**config.mk**
```make
export PLATFORM = sky130hd
export DESIGN_NAME = mac_bist_driver
export DESIGN_NICKNAME = d
export VERILOG_FILES = /design/src/rtl/mac_bist_pkg.sv /design/src/rtl/mac_bist_lfsr.sv /design/src/rtl/mac_bist_driver.sv
export SDC_FILE = /design/constraint.sdc
export NUM_CORES = 1
export LEC_CHECK = 0
export ABC_AREA = 0
export CORE_ASPECT_RATIO = 2
export CORE_MARGIN = 2
export CORE_UTILIZATION = 46
export CTS_CLUSTER_SIZE = 14
export DETAILED_ROUTE_END_ITERATION = 10
export GPL_TIMING_DRIVEN = 1
export HOLD_SLACK_MARGIN = 0.05
export PLACE_DENSITY = 0.81
export SYNTH_ARGS = -nofsm -noshare
export SYNTH_HDL_FRONTEND = slang
export SYNTH_SLANG_ARGS = --single-unit
```
**constraint.sdc**
```tcl
create_clock -name clock0 -period 4.4 [get_ports clock0]
set_input_delay 0.88 -clock clock0 [delete_from_list [all_inputs] [get_ports clock0]]
set_output_delay 0.88 -clock clock0 [all_outputs]
set_load 0.005 [all_outputs]
```
**src/rtl/mac_bist_pkg.sv**
```systemverilog
`default_nettype none
// ============================================================================
// Module   : mac_bist_pkg
// Brief    : Shared types and helpers for the on-chip MAC self-test driver:
//            FSM state encoding, LFSR polynomial and next-state function.
// Revision : 1.0 - initial release
// ============================================================================
package mac_bist_pkg;

    typedef enum logic [2:0] {
        IDLE     = 3'd0,
        RST_HOLD = 3'd1,
        SETTLE   = 3'd2,
        RUN      = 3'd3,
        DRAIN    = 3'd4,
        DONE     = 3'd5
    } state_t;

    localparam int          LFSR_W    = 32;
    localparam logic [31:0] LFSR_POLY = 32'h8020_0003;

    // One step of the right-shifting Galois LFSR.
    function automatic logic [31:0] lfsr_next(input logic [31:0] l);
        return (l >> 1) ^ (l[0] ? LFSR_POLY : 32'h0);
    endfunction

    // An all-zero LFSR would lock up, so a zero seed is promoted to 1.
    function automatic logic [31:0] lfsr_fix_seed(input logic [31:0] s);
        return (s == 32'h0) ? 32'h1 : s;
    endfunction

endpackage
`default_nettype wire

```
**src/rtl/mac_bist_lfsr.sv**
```systemverilog
`default_nettype none
// ============================================================================
// Module   : mac_bist_lfsr
// Brief    : 32-bit Galois LFSR operand source. Load restarts the sequence
//            from the seed, advance steps it once. The next value is also
//            exported so the caller can register it in the same cycle.
// Revision : 1.0 - initial release
// ============================================================================
module mac_bist_lfsr
    import mac_bist_pkg::*;
#(
    parameter logic [31:0] RESET_SEED = 32'h0000_0001
)(
    input  logic        clk,
    input  logic        rst,
    input  logic        i_load,
    input  logic        i_advance,
    input  logic [31:0] i_seed,
    output logic [31:0] o_value,
    output logic [31:0] o_value_next
);

    logic [31:0] r_lfsr;

    // Sequence state: load takes priority over advance.
    always_ff @(posedge clk or posedge rst) begin
        if (rst) begin
            r_lfsr <= lfsr_fix_seed(RESET_SEED);
        end else if (i_load) begin
            r_lfsr <= lfsr_fix_seed(i_seed);
        end else if (i_advance) begin
            r_lfsr <= lfsr_next(r_lfsr);
        end
    end

    assign o_value      = r_lfsr;
    assign o_value_next = lfsr_next(r_lfsr);

endmodule
`default_nettype wire

```
**src/rtl/mac_bist_driver.sv**
```systemverilog
`default_nettype none
// ============================================================================
// Module   : mac_bist_driver
// Brief    : On-chip stimulus generator and response checker for a pair of
//            MAC instances (golden and netlist). Runs a reset/settle phase,
//            drives NUM_VECTORS pseudo-random operand pairs, compares the two
//            outputs at the end of every hold and reports mismatch count,
//            compare count, first failing index and a pass flag.
// Revision : 1.0 - initial release
// ============================================================================
module mac_bist_driver
    import mac_bist_pkg::*;
#(
    parameter int          DATA_W        = 16,
    parameter int          OUT_W         = 32,
    parameter int          NUM_VECTORS   = 1000,
    parameter int          RESET_CYCLES  = 10,
    parameter int          SETTLE_CYCLES = 5,
    parameter int          HOLD_CYCLES   = 2,
    parameter int          DRAIN_CYCLES  = 10,
    parameter int          CNT_W         = 16,
    parameter logic [31:0] LFSR_SEED     = 32'h0000_0001
)(
    input  logic              clock0,
    input  logic              reset,
    input  logic              start,
    input  logic [OUT_W-1:0]  golden_out,
    input  logic [OUT_W-1:0]  netlist_out,
    output logic              dut_reset,
    output logic [DATA_W-1:0] dut_a,
    output logic [DATA_W-1:0] dut_b,
    output logic              busy,
    output logic              done,
    output logic              pass,
    output logic [CNT_W-1:0]  mismatch_count,
    output logic [CNT_W-1:0]  compare_count,
    output logic [CNT_W-1:0]  first_fail_idx
);

    // Phase counter must hold the longest of the four timed phases (all >= 1).
    localparam int c_max_rs = (RESET_CYCLES > SETTLE_CYCLES) ? RESET_CYCLES : SETTLE_CYCLES;
    localparam int c_max_hd = (HOLD_CYCLES > DRAIN_CYCLES) ? HOLD_CYCLES : DRAIN_CYCLES;
    localparam int c_ph_max = (c_max_rs > c_max_hd) ? c_max_rs : c_max_hd;
    localparam int c_ph_w   = $clog2(c_ph_max + 1);
    localparam int c_vec_w  = $clog2(NUM_VECTORS + 1);

    localparam logic [c_ph_w-1:0]  c_rst_last    = c_ph_w'(RESET_CYCLES - 1);
    localparam logic [c_ph_w-1:0]  c_settle_last = c_ph_w'(SETTLE_CYCLES - 1);
    localparam logic [c_ph_w-1:0]  c_hold_last   = c_ph_w'(HOLD_CYCLES - 1);
    localparam logic [c_ph_w-1:0]  c_drain_last  = c_ph_w'(DRAIN_CYCLES - 1);
    localparam logic [c_vec_w-1:0] c_vec_last    = c_vec_w'(NUM_VECTORS);
    localparam logic [CNT_W-1:0]   c_cnt_max     = {CNT_W{1'b1}};

    state_t             r_state;
    logic [c_ph_w-1:0]  r_phase;
    logic [c_vec_w-1:0] r_vec;

    logic               w_run_start;
    logic               w_settle_end;
    logic               w_hold_end;
    logic               w_cmp_en;
    logic               w_mismatch;
    logic [CNT_W-1:0]   w_cmp_idx;
    logic [31:0]        w_lfsr_q;
    logic [31:0]        w_lfsr_d;

    assign w_run_start  = ((r_state == IDLE) || (r_state == DONE)) && start;
    assign w_settle_end = (r_state == SETTLE) && (r_phase == c_settle_last);
    assign w_hold_end   = (r_state == RUN) && (r_phase == c_hold_last);
    assign w_cmp_en     = w_settle_end || w_hold_end;
    assign w_mismatch   = (golden_out != netlist_out);
    // r_vec is still 0 during SETTLE, so it doubles as compare index 0.
    assign w_cmp_idx    = CNT_W'(r_vec);

    mac_bist_lfsr #(
        .RESET_SEED (LFSR_SEED)
    ) u_lfsr (
        .clk          (clock0),
        .rst          (reset),
        .i_load       (w_run_start),
        .i_advance    (w_hold_end),
        .i_seed       (LFSR_SEED),
        .o_value      (w_lfsr_q),
        .o_value_next (w_lfsr_d)
    );

    // Run sequencer: phase timing, DUT reset/operand drive and status flags.
    always_ff @(posedge clock0 or posedge reset) begin
        if (reset) begin
            r_state   <= IDLE;
            r_phase   <= '0;
            r_vec     <= '0;
            dut_reset <= 1'b1;
            dut_a     <= '0;
            dut_b     <= '0;
            busy      <= 1'b0;
            done      <= 1'b0;
            pass      <= 1'b0;
        end else begin
            case (r_state)
                IDLE, DONE: begin
                    if (w_run_start) begin
                        r_state   <= RST_HOLD;
                        r_phase   <= '0;
                        r_vec     <= '0;
                        dut_reset <= 1'b1;
                        dut_a     <= '0;
                        dut_b     <= '0;
                        busy      <= 1'b1;
                        done      <= 1'b0;
                        pass      <= 1'b0;
                    end
                end
                RST_HOLD: begin
                    if (r_phase == c_rst_last) begin
                        r_state   <= SETTLE;
                        r_phase   <= '0;
                        dut_reset <= 1'b0;
                    end else begin
                        r_phase <= r_phase + c_ph_w'(1);
                    end
                end
                SETTLE: begin
                    if (w_settle_end) begin
                        r_state <= RUN;
                        r_phase <= '0;
                        r_vec   <= c_vec_w'(1);
                        dut_a   <= w_lfsr_q[31 -: DATA_W];
                        dut_b   <= w_lfsr_q[DATA_W-1:0];
                    end else begin
                        r_phase <= r_phase + c_ph_w'(1);
                    end
                end
                RUN: begin
                    if (w_hold_end) begin
                        r_phase <= '0;
                        if (r_vec == c_vec_last) begin
                            // Last vector stays on the operands through DRAIN.
                            r_state <= DRAIN;
                        end else begin
                            r_vec <= r_vec + c_vec_w'(1);
                            dut_a <= w_lfsr_d[31 -: DATA_W];
                            dut_b <= w_lfsr_d[DATA_W-1:0];
                        end
                    end else begin
                        r_phase <= r_phase + c_ph_w'(1);
                    end
                end
                DRAIN: begin
                    if (r_phase == c_drain_last) begin
                        r_state <= DONE;
                        r_phase <= '0;
                        busy    <= 1'b0;
                        done    <= 1'b1;
                        // No compares happen in DRAIN, so the count is final here.
                        pass    <= (mismatch_count == '0);
                    end else begin
                        r_phase <= r_phase + c_ph_w'(1);
                    end
                end
                default: begin
                    r_state <= IDLE;
                    r_phase <= '0;
                end
            endcase
        end
    end

    // Response checker: saturating counters and first-failure capture.
    always_ff @(posedge clock0 or posedge reset) begin
        if (reset) begin
            mismatch_count <= '0;
            compare_count  <= '0;
            first_fail_idx <= c_cnt_max;
        end else if (w_run_start) begin
            mismatch_count <= '0;
            compare_count  <= '0;
            first_fail_idx <= c_cnt_max;
        end else if (w_cmp_en) begin
            if (compare_count != c_cnt_max) begin
                compare_count <= compare_count + CNT_W'(1);
            end
            if (w_mismatch) begin
                // A zero count marks the first failure even if its index is all-ones.
                if (mismatch_count == '0) begin
                    first_fail_idx <= w_cmp_idx;
                end
                if (mismatch_count != c_cnt_max) begin
                    mismatch_count <= mismatch_count + CNT_W'(1);
                end
            end
        end
    end

endmodule
`default_nettype wire
```
==> summary.txt <==
Outcome
  • Status: complete, no violations

STA
  • Final Max Slew Viols: 0
  • Hold Fails Final Rpt: 0
  • Slew @ Worst Pin: approximately 1000 ps
  • Crit share post-route: 0.669
  • RSZ-0062 raised after global routing: no
  • Skew final: 11.0 ps
  • Max-slew headroom: 0.321
  • Fmax: ~340 MHz
  • Final Hold Slack: 472 ps
  • Tmin final: 2940 ps
  • Sum Neg Setup Slack: 0 ps
  • Finish-stage setup viols: 0

Place
  • Port buffer count: 150
  • Placed cells: 995
  • Post-detail-place hpwl: 11600 µm
  • GPL Wtd Cong: 0.866

Worst setup path
  • Crit Path Max Fanout: just over 70
  • Setup crit end: r_vec[7]$_DFFE_PP0P_
  • CP Data Arrival Time: about 3200 ps
  • Worst setup SP type: primary input
  • Crit path from: start
  • Register-to-register setup slack: around 1500 ps
  • Crit path required time: 4670 ps
  • R2R depth: 7
  • FF-to-FF Start: r_state[1]$_DFFE_PP0P_
  • Crit Path Class: primary input to flop
  • CP endpoint kind: flop
  • R2R Path End: r_vec[7]$_DFFE_PP0P_

Global routing
  • Pin count of the biggest net entering global routing: 106
  • Via count of the first global-routing pass: 5643
  • Overflow after GRT: 0
  • First-pass GRT wire length: approximately 27000 µm
  • Total Routing Usage GR: 0.216
  • Initial antenna violation count: 0

Route
  • Initial drt markers: 350
  • Remaining antenna violation count: 0
  • First-pass DRT Iterations: 5
  • DR vias: 5627
  • DRC violations left: 0
  • Final WL: 16100 µm
  • DR vias/cell: about 5.5
  • Wirelength per Cell: 15.7 µm

Clocking
  • CTS Buf Count: 17
  • Hold-fix buffers, CTS: 0
  • Clock transition at the registers of the reported paths: 50 ps
  • Clk sink count: about 130
  • TritonCTS clock tree: yes
  • Post-CTS sizing: 0
  • Clk root buf: clkbuf_16
  • Worst-skew pair later-pin latency: 420 ps
  • CTS H-tree lvls: 4
  • Post-CTS setup buffer count: 0
  • Bufs on Longest Clock Path: 2

Yosys
  • Mapped Area: 0.00668 mm²
  • Cell count after synthesis: 690
  • Synth Warn #: 0
  • Distinct cells, synth: 56
  • Top FF cell, synth: dfrtp_1
  • Syn avg cell area: 9.68 µm²
  • Ys async rst share: 1.00
  • Number of enable flip-flop cells after synthesis: 0
  • Seq/Total Area, Yosys: 0.482
  • Seq cells post-synth: 128
  • Syn Nets: 765

Die
  • Rows: 62
  • Initial Utilization: 0.468
  • Chip height: between 150 and 200 µm
  • Die area: 0.0156 mm²
  • Horiz. Die Dim: 89.2 µm
  • Top-Level Pins: roughly 150
  • Core Area: 0.0143 mm²

Pwr
  • PwrDens: 503 mW/mm²
  • Final total power: 4.49 mW
  • VDD IR-drop max: 269 µV
  • Leakage power: 3.63 nW

Cells and area
  • Commonest cells after routing, fill and taps aside: 150 x clkdlybuf4s50_1, 118 x nand2_1, 114 x dfrtp_1
  • Fill cells: 1181
  • Inserted Diodes: 0
  • Nets@finish: 897
  • Non-Filler Instances: 1027
  • Area of the multi-input gates: 0.00319 mm²
  • Share of cells above drive strength 1: 0.0826
  • Storage cell area: around 0.0032 mm²
  • Commonest non-fill, non-tap cell in the layout: clkdlybuf4s50_1
  • Layout area overhead: 33.8%

Flow run
  • Maxcap violations: 0

Min path
  • Hold WC Path Type: flop to flop
-- cell families after synthesis --
| group | after synthesis | synth area share |
|---|---|---|
| compound gates | 162 | 0.165 |
| xor+xnor | 54 | 0.0708 |
| fa+ha+maj | 8 | 0.0150 |
| buf+inv | 60 | 0.0409 |
| flops | 128 | 0.482 |
| mux | 31 | 0.0469 |
| simple gates | 247 | 0.180 |
-- registers in the layout (all words and copies together) (netlist names), 3 cells and up --
signal / cells
dut_a: 16
mismatch_count: 16
compare_count: 16
r_state: 3
dut_b: 16
r_phase: 4
r_vec: 10
first_fail_idx: 11
u_lfsr.o_value: 32
-- layer usage --
metal	GRT usage	vias to the layer above	part of all wire
met2	0.399	176	0.57
met1	0.229	2689	0.36
met3	0.0385	29	0.038
met5	0	-	0
li1	-	2733	-
met4	0.0945	0	0.027
-- worst min-delay path by stage --
stage	from	end	slack (ps)	cells after the start
5_1_grt	dut_a[10]$_DFFE_PP0P_	dut_a[10]$_DFFE_PP0P_	490	2
3_5_place_dp	dut_a[10]$_DFFE_PP0P_	dut_a[10]$_DFFE_PP0P_	470	2
3_3_place_gp	dut_b[3]$_DFFE_PP0P_	dut_b[3]$_DFFE_PP0P_	460	2
6_report	dut_b[8]$_DFFE_PP0P_	dut_b[8]$_DFFE_PP0P_	470	2
2_1_floorplan	r_vec[8]$_DFFE_PP0P_	r_vec[8]$_DFFE_PP0P_	470	1
4_1_cts	dut_b[8]$_DFFE_PP0P_	dut_b[8]$_DFFE_PP0P_	480	2
-- through the flow --
stage	setup WS [ps]	instance area, µm²	util
4_1_cts	1420	8940	0.626
6_report	1460	8940	0.626
3_3_place_gp	1090	8290	0.581
5_1_grt	1190	8940	0.626
3_5_place_dp	1050	8290	0.581
2_1_floorplan	129	6680	-
-- cell type report --
class	count	share of cell area
repair buffers	159	0.177
clock buffers	17	0.0476
clock inverters	15	0.0245
inverters	14	0.00616
flip-flops and latches	128	0.360
well taps	192	0.0269
multi-input cells	502	0.357
-- worst max-delay path: stages --
cell and delay (ps):
clkdlybuf4s50_1 600, nor4b_4 610, o22ai_4 210, buf_4 360, nor3b_1 300, xnor2_1 160
a21oi_1 70
-- where the power goes --
part | switching, mW | total, mW | internal [mW]
registers | 0.165 | 1.54 | 1.37
clock network | 0.557 | 1.52 | 0.966
logic | 0.802 | 1.43 | 0.630
-- synth_stat cells, types with 3 or more instances --
cell type / number / share of area
nand2_1: 118 / 0.066
dfrtp_1: 115 / 0.43
o31ai_1: 45 / 0.051
a21oi_1: 44 / 0.033
xor2_1: 42 / 0.055
nor2_1: 31 / 0.017
mux2i_1: 29 / 0.043
clkbuf_1: 28 / 0.016
nand3_1: 25 / 0.019
o21ai_0: 24 / 0.018
inv_1: 14 / 0.0079
nor4_1: 14 / 0.013
dfstp_2: 13 / 0.051
o211ai_1: 13 / 0.015
xnor2_1: 12 / 0.016
buf_2: 11 / 0.0082
nand4_1: 11 / 0.010
o22a_1: 10 / 0.013
nor3_1: 9 / 0.0067
and3_1: 8 / 0.0075
ha_1: 8 / 0.015
a21o_1: 5 / 0.0056
buf_4: 5 / 0.0056
nand2b_1: 5 / 0.0047
a211oi_1: 3 / 0.0034
nor2b_1: 3 / 0.0028
o41ai_1: 3 / 0.0039
or3_1: 3 / 0.0028
No activity file was read; power rests on OpenSTA's default activity.
